[src/rtl/ir_cmd_queue.sv]
// ir_cmd_queue: captures NEC frames from the IR receiver, checks integrity,
// tags key-hold repeats and queues accepted commands behind valid/ready.
// Optional build macro IR_ADDR_CHECK_EN: when defined, the address must also
// match its inverted copy (standard NEC). When undefined, address_bar is
// ignored so extended 16-bit addresses are accepted.
module ir_cmd_queue #(
  parameter int DATA_WIDTH = 8,
  parameter int FREQ_MHz   = 1,
  parameter int FIFO_DEPTH = 4,
  parameter int HOLD_MS    = 120
) (
  input  logic                  clk,
  input  logic                  rst_n,
  input  logic [DATA_WIDTH-1:0] i_address,
  input  logic [DATA_WIDTH-1:0] i_address_bar,
  input  logic [DATA_WIDTH-1:0] i_command,
  input  logic [DATA_WIDTH-1:0] i_command_bar,
  input  logic                  i_valid,
  output logic                  o_cmd_valid,
  input  logic                  i_cmd_ready,
  output logic [DATA_WIDTH-1:0] o_cmd,
  output logic [DATA_WIDTH-1:0] o_cmd_addr,
  output logic                  o_cmd_repeat,
  output logic                  o_full,
  output logic                  o_empty,
  output logic [7:0]            o_err_cnt,
  output logic [7:0]            o_drop_cnt,
  output logic                  o_err_pulse
);

  localparam int HOLD_TICKS = HOLD_MS * 1000 * FREQ_MHz;
  localparam int HW         = $clog2(HOLD_TICKS + 1);
  localparam int AW         = $clog2(FIFO_DEPTH);
  localparam int PW         = AW + 1;

  typedef struct packed {
    logic [DATA_WIDTH-1:0] addr;
    logic [DATA_WIDTH-1:0] cmd;
    logic                  rpt;
  } entry_t;

  entry_t                mem [FIFO_DEPTH];
  logic [PW-1:0]         wr_ptr, rd_ptr;
  logic                  valid_q;
  logic                  armed;
  logic                  last_vld;
  logic [DATA_WIDTH-1:0] last_addr, last_cmd;
  logic [HW-1:0]         hold_cnt;
  logic                  frame_ev, frame_ok, is_repeat, push, pop;

`ifndef IR_ADDR_CHECK_EN
  // Address complement is deliberately ignored in extended-NEC builds.
  logic unused_addr_bar;
  assign unused_addr_bar = ^i_address_bar;
`endif

  // Frame event, integrity verdict, repeat detection and FIFO handshakes.
  always_comb begin
    // NOTE: combinational blocks use blocking '=' and give every output a
    // default first so no latch can be inferred.
    frame_ev  = armed & i_valid & ~valid_q;
`ifdef IR_ADDR_CHECK_EN
    frame_ok  = (i_command_bar == ~i_command) && (i_address_bar == ~i_address);
`else
    frame_ok  = (i_command_bar == ~i_command);
`endif
    is_repeat = last_vld && (i_address == last_addr) && (i_command == last_cmd)
                && (hold_cnt != '0);
    push      = frame_ev & frame_ok & ~o_full;
    pop       = o_cmd_valid & i_cmd_ready;
  end

  // Queue status and show-ahead head entry.
  always_comb begin
    o_empty      = (wr_ptr == rd_ptr);
    o_full       = (wr_ptr[PW-1] != rd_ptr[PW-1]) && (wr_ptr[AW-1:0] == rd_ptr[AW-1:0]);
    o_cmd_valid  = ~o_empty;
    o_cmd        = mem[rd_ptr[AW-1:0]].cmd;
    o_cmd_addr   = mem[rd_ptr[AW-1:0]].addr;
    o_cmd_repeat = mem[rd_ptr[AW-1:0]].rpt;
  end

  // Edge detector; 'armed' swallows the first cycle after reset so a level
  // that is already high at release does not look like a new frame.
  always_ff @(posedge clk or negedge rst_n) begin
    // NOTE: sequential state is updated with non-blocking '<=' only.
    if (!rst_n) begin
      valid_q <= 1'b0;
      armed   <= 1'b0;
    end else begin
      valid_q <= i_valid;
      armed   <= 1'b1;
    end
  end

  // Repeat-tracking state and key-hold timer; a load beats the countdown.
  always_ff @(posedge clk or negedge rst_n) begin
    if (!rst_n) begin
      last_vld  <= 1'b0;
      last_addr <= '0;
      last_cmd  <= '0;
      hold_cnt  <= '0;
    end else if (frame_ev && frame_ok) begin
      last_vld  <= 1'b1;
      last_addr <= i_address;
      last_cmd  <= i_command;
      hold_cnt  <= HW'(HOLD_TICKS);
    end else if (hold_cnt != '0) begin
      hold_cnt  <= hold_cnt - HW'(1);
    end
  end

  // Queue storage write port.
  always_ff @(posedge clk) begin
    // NOTE: storage has no reset; pointers define which entries are live.
    if (push) mem[wr_ptr[AW-1:0]] <= '{addr: i_address, cmd: i_command, rpt: is_repeat};
  end

  // Read/write pointers with wrap bit.
  always_ff @(posedge clk or negedge rst_n) begin
    if (!rst_n) begin
      wr_ptr <= '0;
      rd_ptr <= '0;
    end else begin
      if (push) wr_ptr <= wr_ptr + PW'(1);
      if (pop)  rd_ptr <= rd_ptr + PW'(1);
    end
  end

  // Saturating error/drop counters and the error strobe.
  always_ff @(posedge clk or negedge rst_n) begin
    if (!rst_n) begin
      o_err_cnt   <= 8'd0;
      o_drop_cnt  <= 8'd0;
      o_err_pulse <= 1'b0;
    end else begin
      o_err_pulse <= frame_ev & ~frame_ok;
      if (frame_ev && !frame_ok && o_err_cnt != 8'hFF)
        o_err_cnt <= o_err_cnt + 8'd1;
      if (frame_ev && frame_ok && o_full && o_drop_cnt != 8'hFF)
        o_drop_cnt <= o_drop_cnt + 8'd1;
    end
  end

endmodule

[config.mk]
export PLATFORM = sky130hd
export DESIGN_NAME = ir_cmd_queue
export DESIGN_NICKNAME = d
export VERILOG_FILES = /design/src/rtl/ir_cmd_queue.sv
export SDC_FILE = /design/constraint.sdc
export NUM_CORES = 1
export LEC_CHECK = 0
export CORE_MARGIN = 3
export CORE_UTILIZATION = 45
export DETAILED_ROUTE_END_ITERATION = 7
export PLACE_DENSITY = 0.71
export SYNTH_ARGS = -nofsm -noshare
export SYNTH_HDL_FRONTEND = slang
export SYNTH_SLANG_ARGS = --single-unit
[constraint.sdc]
create_clock -name clk -period 2.2 [get_ports clk]
set_clock_uncertainty 0.1 [all_clocks]
set_input_delay 0.44 -clock clk [delete_from_list [all_inputs] [get_ports clk]]
set_output_delay 0.44 -clock clk [all_outputs]
set_load 0.02 [all_outputs]
**Word-level counts from Yosys, hierarchy flattened**

Memories as Yosys holds them, arrays and structs flattened.
Cells that the tools add are included.

- Register bits: 59
- Latch bits: 0
- Bits in writable memories: 68
- Memory bits (read-only): 0
- Bits of input ports: 36
- Output and inout port bits: 37
- Memories: 1

Memory list:

| memory | words | width | read ports | clocked after Yosys merged registers in | wr ports | RTL line | source |
|---|---|---|---|---|---|---|---|
| mem | 4 | 17 | 1 | 0 | 1 | 42 | `entry_t mem [FIFO_DEPTH];` |

- $add $sub $neg: 5
- Multiply operators: 0
- Divide/modulo/power cells: 0
- $lt $le $gt $ge: 0
- Equal/unequal tests: 8
- Shift-type cells: 0
- Mux-type cells: 4
- Bitwise gates (word level): 11
- Reduce and logical (&&, ||, !) cells: 12

Operators by type and width:

| kind | count |
|---|---|
| two-way mux 17 bit | 2 |
| == test 8 bit | 3 |
| nonzero test 17 bit | 1 |
| subtractor 17 x 1 -> 17 bit (second input constant) | 1 |
| adder 8 x 1 -> 8 bit (second input constant) | 2 |
| != test 8 bit (second input constant) | 2 |
| logical AND 1 bit | 9 |
| NOT 8 bit | 1 |
| adder 3 x 1 -> 3 bit (second input constant) | 2 |
| AND 1 bit | 6 |
| NOT 1 bit | 4 |
| == test 3 bit | 1 |
| == test 2 bit | 1 |
| two-way mux 1 bit | 2 |
| nonzero test 2 bit | 1 |
| logical NOT 1 bit | 1 |
| != test 1 bit | 1 |

**Depth between registers and ports, before layout**

Gate-level depths: netlist of the first run.

- Depth in word-level cells: 6
- Mapped depth: 8

**Worst setup path before layout of the first run**

OpenSTA, ideal clock, no wires.

- Kind: input port to flip-flop
- Start: in i_command[5]
- End: mem mem[0][0] in the netlist's numbering, enable pin
- Library setup time: 0.375 ns
- Arrival: 1.839 ns
- Data required time: 1.725 ns
- Setup slack: -0.114 ns
- Stages: 6
- Cells stage by stage: xnor2_1 > nor4_2 > and3b_1 > buf_4 > and2b_2 > and2_1

- Longest elaborated chain between the ends: 6

RTL lines:

| element | RTL line | source |
|---|---|---|
| from (decl) | 16 | `input logic [DATA_WIDTH-1:0] i_command,` |
| NOT 8 bit | 65 | `frame_ok = (i_command_bar == ~i_command);` |
| == test 8 bit | 65 |  |
| AND 1 bit (2 in a row) | 69 | `push = frame_ev & frame_ok & ~o_full;` |
| two-way mux 1 bit | 116 | `if (push) mem[wr_ptr[AW-1:0]] <= '{addr: i_address, cmd: i_command, rpt: is_repeat};` |
| two-way mux 1 bit (implied by the code) | 116 |  |
| to (decl) | 42 |  |

Every way passes these cells.

**Final worst setup path of the first run**

- Start: reg rd_ptr[0]
- End: out o_cmd_repeat

- Longest elaborated chain between the ends: 1

RTL lines:

| element | RTL line | source |
|---|---|---|
| from (decl) | 43 | `logic [PW-1:0] wr_ptr, rd_ptr;` |
| from (signal assigned) | 126 | `if (pop) rd_ptr <= rd_ptr + PW'(1);` |
| memory (4 x 17 bit) | n/a |  |
| to (decl) | 23 | `output logic o_cmd_repeat,` |

Every way passes these cells.

==> results of run 1 <==
-- flip-flops by register name, summed over array words and instances, names as in the netlist, 3 cells and up --
signal	flops
o_err_cnt	8
hold_cnt	17
wr_ptr	3
last_addr	8
rd_ptr	3
mem	68
last_cmd	8
o_drop_cnt	8
-- path summary, 6_finish.rpt --
path                       startpoint            to  slack, ps  cells after the start
max                         rd_ptr[0]  o_cmd_repeat        -10                      3
min                          last_vld      last_vld        370                      1
max reg2reg                 rd_ptr[0]     rd_ptr[1]         90                     10
min reg2reg                  last_vld      last_vld        370                      1
max in group asynchronous       rst_n  last_addr[1]        910                      3
min in group asynchronous       rst_n   hold_cnt[9]        480                      2
-- layer usage --
layer	vias up	share of wire, %	global-route usage, %
met4	0	0.94	6.419
li1	1576	-	-
met1	1705	42	23.08
met2	90	51	28.07
met3	11	6.3	5.492
met5	-	0	0
-- timing repair --
item / CTS / global route
hold buffers: 1 / 0
resized for setup: 111 / 24
setup buffers: 6 / 3
endpoints found under the setup margin: 20 / 89
hold endpoints to repair: 24 / 0
cloned: 1 / 3
pin swaps: 1 / 7
-- worst max-delay path: stages, from the launching register on --
cell and delay, ps:
dfrtp_2 420, buf_12 160, mux4_2 530, buf_6 150
-- synthesized netlist by cell type (all sizes together) (3+ instances only) --
| cell | count |
|---|---|
| and4 | 4 |
| xor2 | 15 |
| mux4 | 17 |
| nor4 | 7 |
| inv | 7 |
| dfrtp | 59 |
| xnor2 | 37 |
| or4 | 4 |
| nand3b | 5 |
| nand2 | 13 |
| ha | 8 |
| nor2 | 19 |
| mux2 | 22 |
| edfxtp | 68 |
| and2 | 4 |
| buf | 8 |
| nand3 | 9 |
| and3 | 3 |
| and3b | 3 |
| nand4 | 9 |
| o21ai | 4 |
| nand2b | 5 |
| nor3 | 3 |
-- stage by stage --
step	setup WS (ps)	power (uW)
after floorplan	0.9862	3926
after global placement	-359.0	4711
after detailed placement	-398.6	4742
after CTS	-100.5	7941
after global routing	-66.14	8271
final	-11.17	7909
-- logic make-up (layout without fill, tap and decap cells) --
kind of cell,after synthesis,in the layout,synth area share (%)
DFF,127,127,64.22
and+or+nand+nor,96,96,10.44
xor gates and xnor gates,52,52,8.312
muxes,39,39,11.51
buffers and inverters,17,153,1.484
AOI/OAI and AO/OA,16,16,2.147
adders and majority gates,8,8,1.827
other,1,1,0.06844
-- power by group through the flow --
stage          Clock (uW)  Combinational, uW  Sequential [uW]
2_1_floorplan           0               1040             2880
6_report             2980               2070             2860
3_5_place_dp            0               1860             2880
5_1_grt              3150               2240             2880
4_1_cts              3040               2050             2850
3_3_place_gp            0               1830             2880
-- final cells by class --
class | count | area, um^2 | share of cell area [%]
Inverter | 7 | 26.28 | 0.3498
Clock buffer | 18 | 429.2 | 5.713
Multi-Input combinational cell | 212 | 1938 | 25.80
Timing Repair Buffer | 114 | 1214 | 16.16
Tap cell | 143 | 178.9 | 2.382
Clock inverter | 14 | 206.4 | 2.748
Sequential cell | 127 | 3520 | 46.85
==> impl_metrics.yaml, run 1 <==
run_status:
  status: "finished, violations left"
  violations: "negative setup slack"
cells_and_area:
  final_area_um2: 7512
  drive_gt1_share_pct: 29.07
  fillers: 836
  final_cell_count_no_fill: 635
  diodes: 0
  final_cell_mix: "68 x edfxtp_1, 58 x dfrtp_1, 36 x buf_4"
  synthToLayoutAreaGrowth_pct: 37.11
  utilization_pct: 64.41
  final_common_cell: "edfxtp_1"
  num-nets-final: 523
setup_path:
  path_max_fanout: 8
  worstPathArrival_ps: 1670
  crit_required_ps: 1660
  cp-start-kind: "flop"
  critPathCaptureType: "output port"
  setup.worst_path.class: "reg2out"
routing:
  wl_um: 11510
  ant_nets: 0
  vias: 3382
  viasPerCell: 5.326
  avgRoutedWirePerCell_um: 18.12
  drtIter0Drc: 141
  firstDrtPassIters: 4
  drcViolationCount: 0
pwr:
  swShare_pct: 27.57
  comb_power_share_pct: 26.2
  power_frac_clock_pct: 37.7
  ir_drop_mv: 0.5089
  pwr-share-seq_pct: 36.1
  p_per_area_nw_per_um2: 1053
  p_leak_uw: 0.002983
  p_sw_uw: 2181
  internal_power_uw: 5728
synthesis:
  netlist_area_um2: 5479
  async_flop_share_pct: 46.46
  synth-main-ff-cell: "edfxtp_1"
  syn-num-nets: 400
  yosysWarnings: 0
  synth.distinct_cells: 46
  ys_seq_elements: 127
  synth_area_leader_cell: "edfxtp_1"
  synthTopCellsByArea: "edfxtp_1 37%, dfrtp_1 27%, mux4_2 7.0%"
  ys_seq_area_share_pct: 64.22
  avgSynthCellArea_um2: 15.39
  syn_inst: 356
  synth_edf_count: 68
  synth_top_area_share_pct: 37.27
place:
  gp_congestion: 0.7810
  dp.cells: 590
  dp_hpwl_um: 7280
  dpl_cell_area_um2: 6620
  io_buffer_count: 64
clocking:
  clockRootBuffer: "clkbuf_16"
  cts.path.max_buffers: 2
  clkLatencyLatePin_ps: 410
  numCtsBuffers: 17
  clkSlewWorstSetupHoldPaths_ps: 60
  cts_tree: "done"
  htreeDepth: 4
  cts_sinks: 127
global_routing:
  overflow: 0
  grt_pass1_vias: 3518
  grt_usage_pct: 17.68
  grt_start_max_net_pins: 27
  antenna_found_initial: 0
  grt_pass1_wl_um: 17950
job:
  drv_cap: 0
timing:
  finalWorstSetupSlack_ps: -11.17
  worst_pin_slew_ps: 641.2
  hold_violations: 0
  rsz0062_at_grt: "yes"
  hold_ws_ps: 366.2
  fmax_mhz: 452.2
  maxSlewViolCount: 0
  maxSlewHeadroom_pct: 57.25
  setup_violations: 1
  final.setup.tns_ps: -11.17
  min_period_ps: 2211
  finalCritPeriodShare_pct: 100.5
hold_path:
  hold_class: "reg2reg"
floorplanning:
  dieArea_um2: 13540
  die_w_um: 116.3
  fp.coreArea_um2: 11660
  start_util_pct: 46.98
  rows: 39
  die_y_um: 116.3
  io-pin-count: 73
Note: power is estimated with default switching activity, not from simulation.
==> inputs of run 2 (changes only) <==
TNS_END_PERCENT = 5   (was default)
==> impl_metrics.yaml, run 2 (synthesis gave the netlist of run 1 again) <==
routing:
  viasPerCell: 5.217
  avgRoutedWirePerCell_um: 16.88
  firstDrtPassIters: 4
  drtIter0Drc: 190
  ant_nets: 0
  drcViolationCount: 0
  wl_um: 10570
  vias: 3266
cells_and_area:
  drive_gt1_share_pct: 27.54
  synthToLayoutAreaGrowth_pct: 32.04
  final_cell_mix: "68 x edfxtp_1, 58 x dfrtp_1, 41 x clkdlybuf4s50_1"
  largest_reg_flops: 68
  num-nets-final: 514
  final_cell_count_no_fill: 626
  fillers: 853
  multiInputGateArea_um2: 1907
  diodes: 0
  final_common_cell: "edfxtp_1"
  seqCellArea_um2: 3520
setup_path:
  worstPathArrival_ps: 1750
  r2r-start: "rd_ptr[0]"
  cp-start-kind: "flop"
  critPathCaptureType: "output port"
  setup.worst_path.class: "reg2out"
  path_max_fanout: 8
  crit_path_start: "rd_ptr[0]"
  crit_required_ps: 1660
pwr:
  internal_power_uw: 5385
  ir_drop_mv: 0.6244
  p_per_area_nw_per_um2: 1035
  swShare_pct: 28.11
  comb_power_share_pct: 26.1
  p_leak_uw: 0.002783
  p_sw_uw: 2106
  pwr-share-seq_pct: 38.1
  power_uw: 7490
  power_frac_clock_pct: 35.8
clocking:
  clockRootBuffer: "clkbuf_16"
  clkSlewWorstSetupHoldPaths_ps: 60
  clkLatencyLatePin_ps: 410
  numCtsBuffers: 17
  htreeDepth: 4
  cts_sinks: 127
  cts.path.max_buffers: 2
  cts_tree: "done"
hold_path:
  hold_class: "reg2reg"
  hold_start: "last_vld"
place:
  dp_hpwl_um: 7057
  io_buffer_count: 64
  dp.cells: 589
  gp_congestion: 0.8124
floorplanning:
  die_y_um: 116.3
  start_util_pct: 46.98
  fp.coreArea_um2: 11660
  die_w_um: 116.3
  dieArea_um2: 13540
  rows: 39
  io-pin-count: 73
global_routing:
  grt_usage_pct: 17.21
  grt_pass1_vias: 3408
  grt_pass1_wl_um: 17530
  antenna_found_initial: 0
  grt_start_max_net_pins: 60
  overflow: 0
timing:
  hold_violations: 0
  fmax_mhz: 437.6
  finalWorstSetupSlack_ps: -85.36
  maxSlewViolCount: 0
  min_period_ps: 2285
  finalCritPeriodShare_pct: 103.9
  setup_violations: 19
  rsz0062_at_grt: "yes"
run_status:
  status: "finished, violations left"
  violations: "negative setup slack"
job:
  drv_cap: 0
==> run 2: changes by cell type in the layout (fill, tap and decap cells not counted), moves of 2 or more <==
cell / before / now
buf_6: 18 / 8
buf_2: 3 / 12
dlymetal6s2s_1: 8 / 0
clkdlybuf4s50_1: 35 / 41
buf_4: 36 / 31
clkbuf_16: 20 / 17
clkinvlp_4: 3 / 6
xnor2_1: 33 / 36
bufinv_16: 4 / 2
clkinv_2: 0 / 2
dlygate4sd2_1: 0 / 2
inv_6: 3 / 1
xnor2_2: 3 / 1
==> run 2: path summary, 6_finish.rpt <==
check,endpoint,slack (ps),cells after the start
max in group asynchronous,rd_ptr[0],1260,3
worst max register to register,mem[0][0],0,8
worst min register to register,last_vld,360,1
min in group asynchronous,hold_cnt[0],470,3
worst min-delay path,last_vld,360,1
worst max-delay path,o_cmd_repeat,-90,4
==> run 2: worst max-delay path, stage by stage, from the launching register on <==
cell     delay, ps
dfrtp_2        410
buf_12         110
buf_12         130
mux4_2         530
buf_6          150
==> run 2: cell type report <==
type                            instances  share of cell area [%]
Clock buffer                           19                   5.984
Clock inverter                         13                   1.954
Inverter                                7                  0.3632
Multi-Input combinational cell        212                   26.36
Sequential cell                       127                   48.65
Tap cell                              143                   2.473
Timing Repair Buffer                  105                   14.22
==> run 2: per-layer routing <==
layer	vias to the layer above	track usage (%)	share of wire, %
met2	68	27.00	48
met3	12	5.389	5.4
li1	1559	-	-
met5	-	0	0
met4	0	5.800	1.1
met1	1627	22.96	45
==> run 2: metrics by stage <==
step           setup TNS [ps]  util [%]  setup slack (ps)  cell area (um^2)  hold slack [ps]
4_1_cts                 -1597     61.64            -110.0              7188            357.4
3_5_place_dp           -47400     56.57            -499.5              6598            343.6
6_report                -1135     62.03            -85.36              7234            358.1
3_3_place_gp           -49480     56.57            -518.2              6598            345.1
5_1_grt                 -6793     62.03            -139.1              7234            396.7
2_1_floorplan           -3863         -            -113.6              5480            44.41
==> run 2: power groups by stage <==
stage | sequential [uW] | clock [uW] | combinational, uW
finish | 2850 | 2680 | 1950
global route | 2880 | 2850 | 2100
CTS | 2840 | 2740 | 1920
detailed placement | 2880 | 0 | 1870
global placement | 2870 | 0 | 1840
floorplan | 2880 | 0 | 1040
==> run 2: timing repair <==
| item | CTS | global route |
|---|---|---|
| hold buffers | 1 | 0 |
| hold endpoints to repair | 59 | 0 |
| resized for setup | 96 | 14 |
| endpoints found under the setup margin | 76 | 82 |
| gates cloned | 1 | 0 |
| pin swaps | 4 | 1 |
| setup buffers | 3 | 0 |
==> inputs of run 3 (changes only) <==
PLACE_DENSITY = 0.68   (was 0.71)
clock period = 2.35 ns   (was 2.2 ns; I/O delays follow)
==> impl_metrics.yaml, run 3 (synthesis gave the netlist of run 1 again) <==
floorplanning:
  dieArea_um2: 13540
  start_util_pct: 46.98
  die_y_um: 116.3
  io-pin-count: 73
  rows: 39
  fp.coreArea_um2: 11660
  die_w_um: 116.3
place:
  dp_hpwl_um: 7129
  io_buffer_count: 64
  gp_congestion: 0.7898
  dpl_worst_slack_ps: -350.6
global_routing:
  grt_usage_pct: 17.60
  grt_pass1_vias: 3592
  grt_pass1_wl_um: 17730
  grt_start_max_net_pins: 40
  overflow: 0
  antenna_found_initial: 0
hold_path:
  hold_depth: 1
  hold_end: "last_vld"
  hold_class: "reg2reg"
  hold_start: "last_vld"
clocking:
  clockRootBuffer: "clkbuf_16"
  cts.path.max_buffers: 2
  htreeDepth: 4
  numCtsBuffers: 17
  clkLatencyLatePin_ps: 410
  cts_tree: "done"
  cts_sinks: 127
  clkSlewWorstSetupHoldPaths_ps: 50
setup_path:
  rrSetupSlack_ps: 280
  critPathCaptureType: "output port"
  crit_required_ps: 1780
  cp-start-kind: "flop"
  r2r-end: "hold_cnt[10]"
  path_max_fanout: 6
  setup.worst_path.class: "reg2out"
  ff2ff_path_depth: 7
  worstPathArrival_ps: 1740
  r2r-start: "hold_cnt[0]"
timing:
  finalCritPeriodShare_pct: 98.47
  final.setup.tns_ps: 0
  worst_pin_slew_ps: 593.0
  maxSlewHeadroom_pct: 60.10
  min_period_ps: 2314
  finalWorstSetupSlack_ps: 35.98
  rsz0062_at_grt: "yes"
  fmax_mhz: 432.1
  setup_violations: 0
  maxSlewViolCount: 0
  hold_violations: 0
cells_and_area:
  diodes: 0
  final_common_cell: "edfxtp_1"
  synthToLayoutAreaGrowth_pct: 31.22
  largest_reg_flops: 68
  final_cell_mix: "68 x edfxtp_1, 58 x dfrtp_1, 43 x clkdlybuf4s50_1"
  fillers: 872
  drive_gt1_share_pct: 24.22
  num-nets-final: 510
  multiInputGateArea_um2: 1881
  seqCellArea_um2: 3520
routing:
  firstDrtPassIters: 4
  vias: 3298
  viasPerCell: 5.302
  drcViolationCount: 0
  ant_nets: 0
  wl_um: 10740
  avgRoutedWirePerCell_um: 17.27
  drtIter0Drc: 124
pwr:
  ir_drop_mv: 0.5097
  p_leak_uw: 0.002763
  p_per_area_nw_per_um2: 994.4
job:
  drv_cap: 0
run_status:
  status: "complete, no violations"
==> run 3: changes by cell type in the layout (fill, tap and decap cells not counted), sizes merged <==
| cell | before | now |
|---|---|---|
| buf | 61 | 53 |
| bufinv | 2 | 5 |
| clkinvlp | 6 | 3 |
| clkdlybuf4s15 | 0 | 2 |
| clkdlybuf4s50 | 41 | 43 |
| clkbuf | 19 | 20 |
| clkinv | 4 | 5 |
| dlygate4sd2 | 2 | 1 |
| inv | 8 | 7 |
==> run 3: cell type report <==
cell class,instances,share of cell area [%]
sequential,127,48.96
multi-input combinational,212,26.16
timing repair buffer,101,13.31
clock buffer,19,6.022
clock inverter,13,2.698
tap,143,2.489
inverter,7,0.3655
==> run 3: power breakdown <==
| group | total [uW] | internal [uW] | switching [uW] | leakage (uW) |
|---|---|---|---|---|
| combinational | 1720 | 893 | 825 | 0.00113 |
| sequential | 2660 | 2490 | 169 | 0.00133 |
| clock | 2770 | 1860 | 907 | 0.000295 |
| total | 7150 | 5250 | 1900 | 0.00276 |
==> run 3: per-layer routing <==
layer	vias up	wire [um]	GRT usage (%)
met2	68	5229	29.18
met1	1660	4756	21.55
li1	1552	-	-
met5	-	0	0
met3	18	557	5.285
met4	0	197	7.347
==> run 3: worst max-delay path by stage <==
stage	startpoint	endpoint	slack, ps	cells past startpoint
after global routing	rd_ptr[0]	o_cmd_addr[0]	-20	4
after floorplan	i_command[5]	mem[0][0]	6	6
final	rd_ptr[0]	o_cmd_addr[5]	40	4
after detailed placement	i_command[5]	mem[0][11]	-350	7
after CTS	rd_ptr[0]	o_cmd[2]	-100	3
after global placement	i_command[5]	mem[0][11]	-340	7
==> run 3: critical path: stages (launching register included) <==
cell	delay (ps)
dfrtp_2	400
buf_12	140
buf_12	110
mux4_2	500
buf_2	180
==> run 3: stage by stage <==
step	utilization, %	hold slack [ps]	instances	total power (uW)	cell area (um^2)
floorplan	-	74.41	356	3676	5479
global placement	56.35	344.0	584	4437	6571
detailed placement	56.35	349.2	584	4480	6571
CTS	61.13	366.6	617	7114	7129
global route	61.65	400.6	622	7471	7189
finish	61.65	367.4	622	7149	7189
==> run 3: timing repair <==
action	in CTS	in global routing
setup buffers	0	5
gates resized for setup	73	3
endpoints found under the setup margin	20	18
hold buffers	1	0
endpoints found under the hold margin	20	0
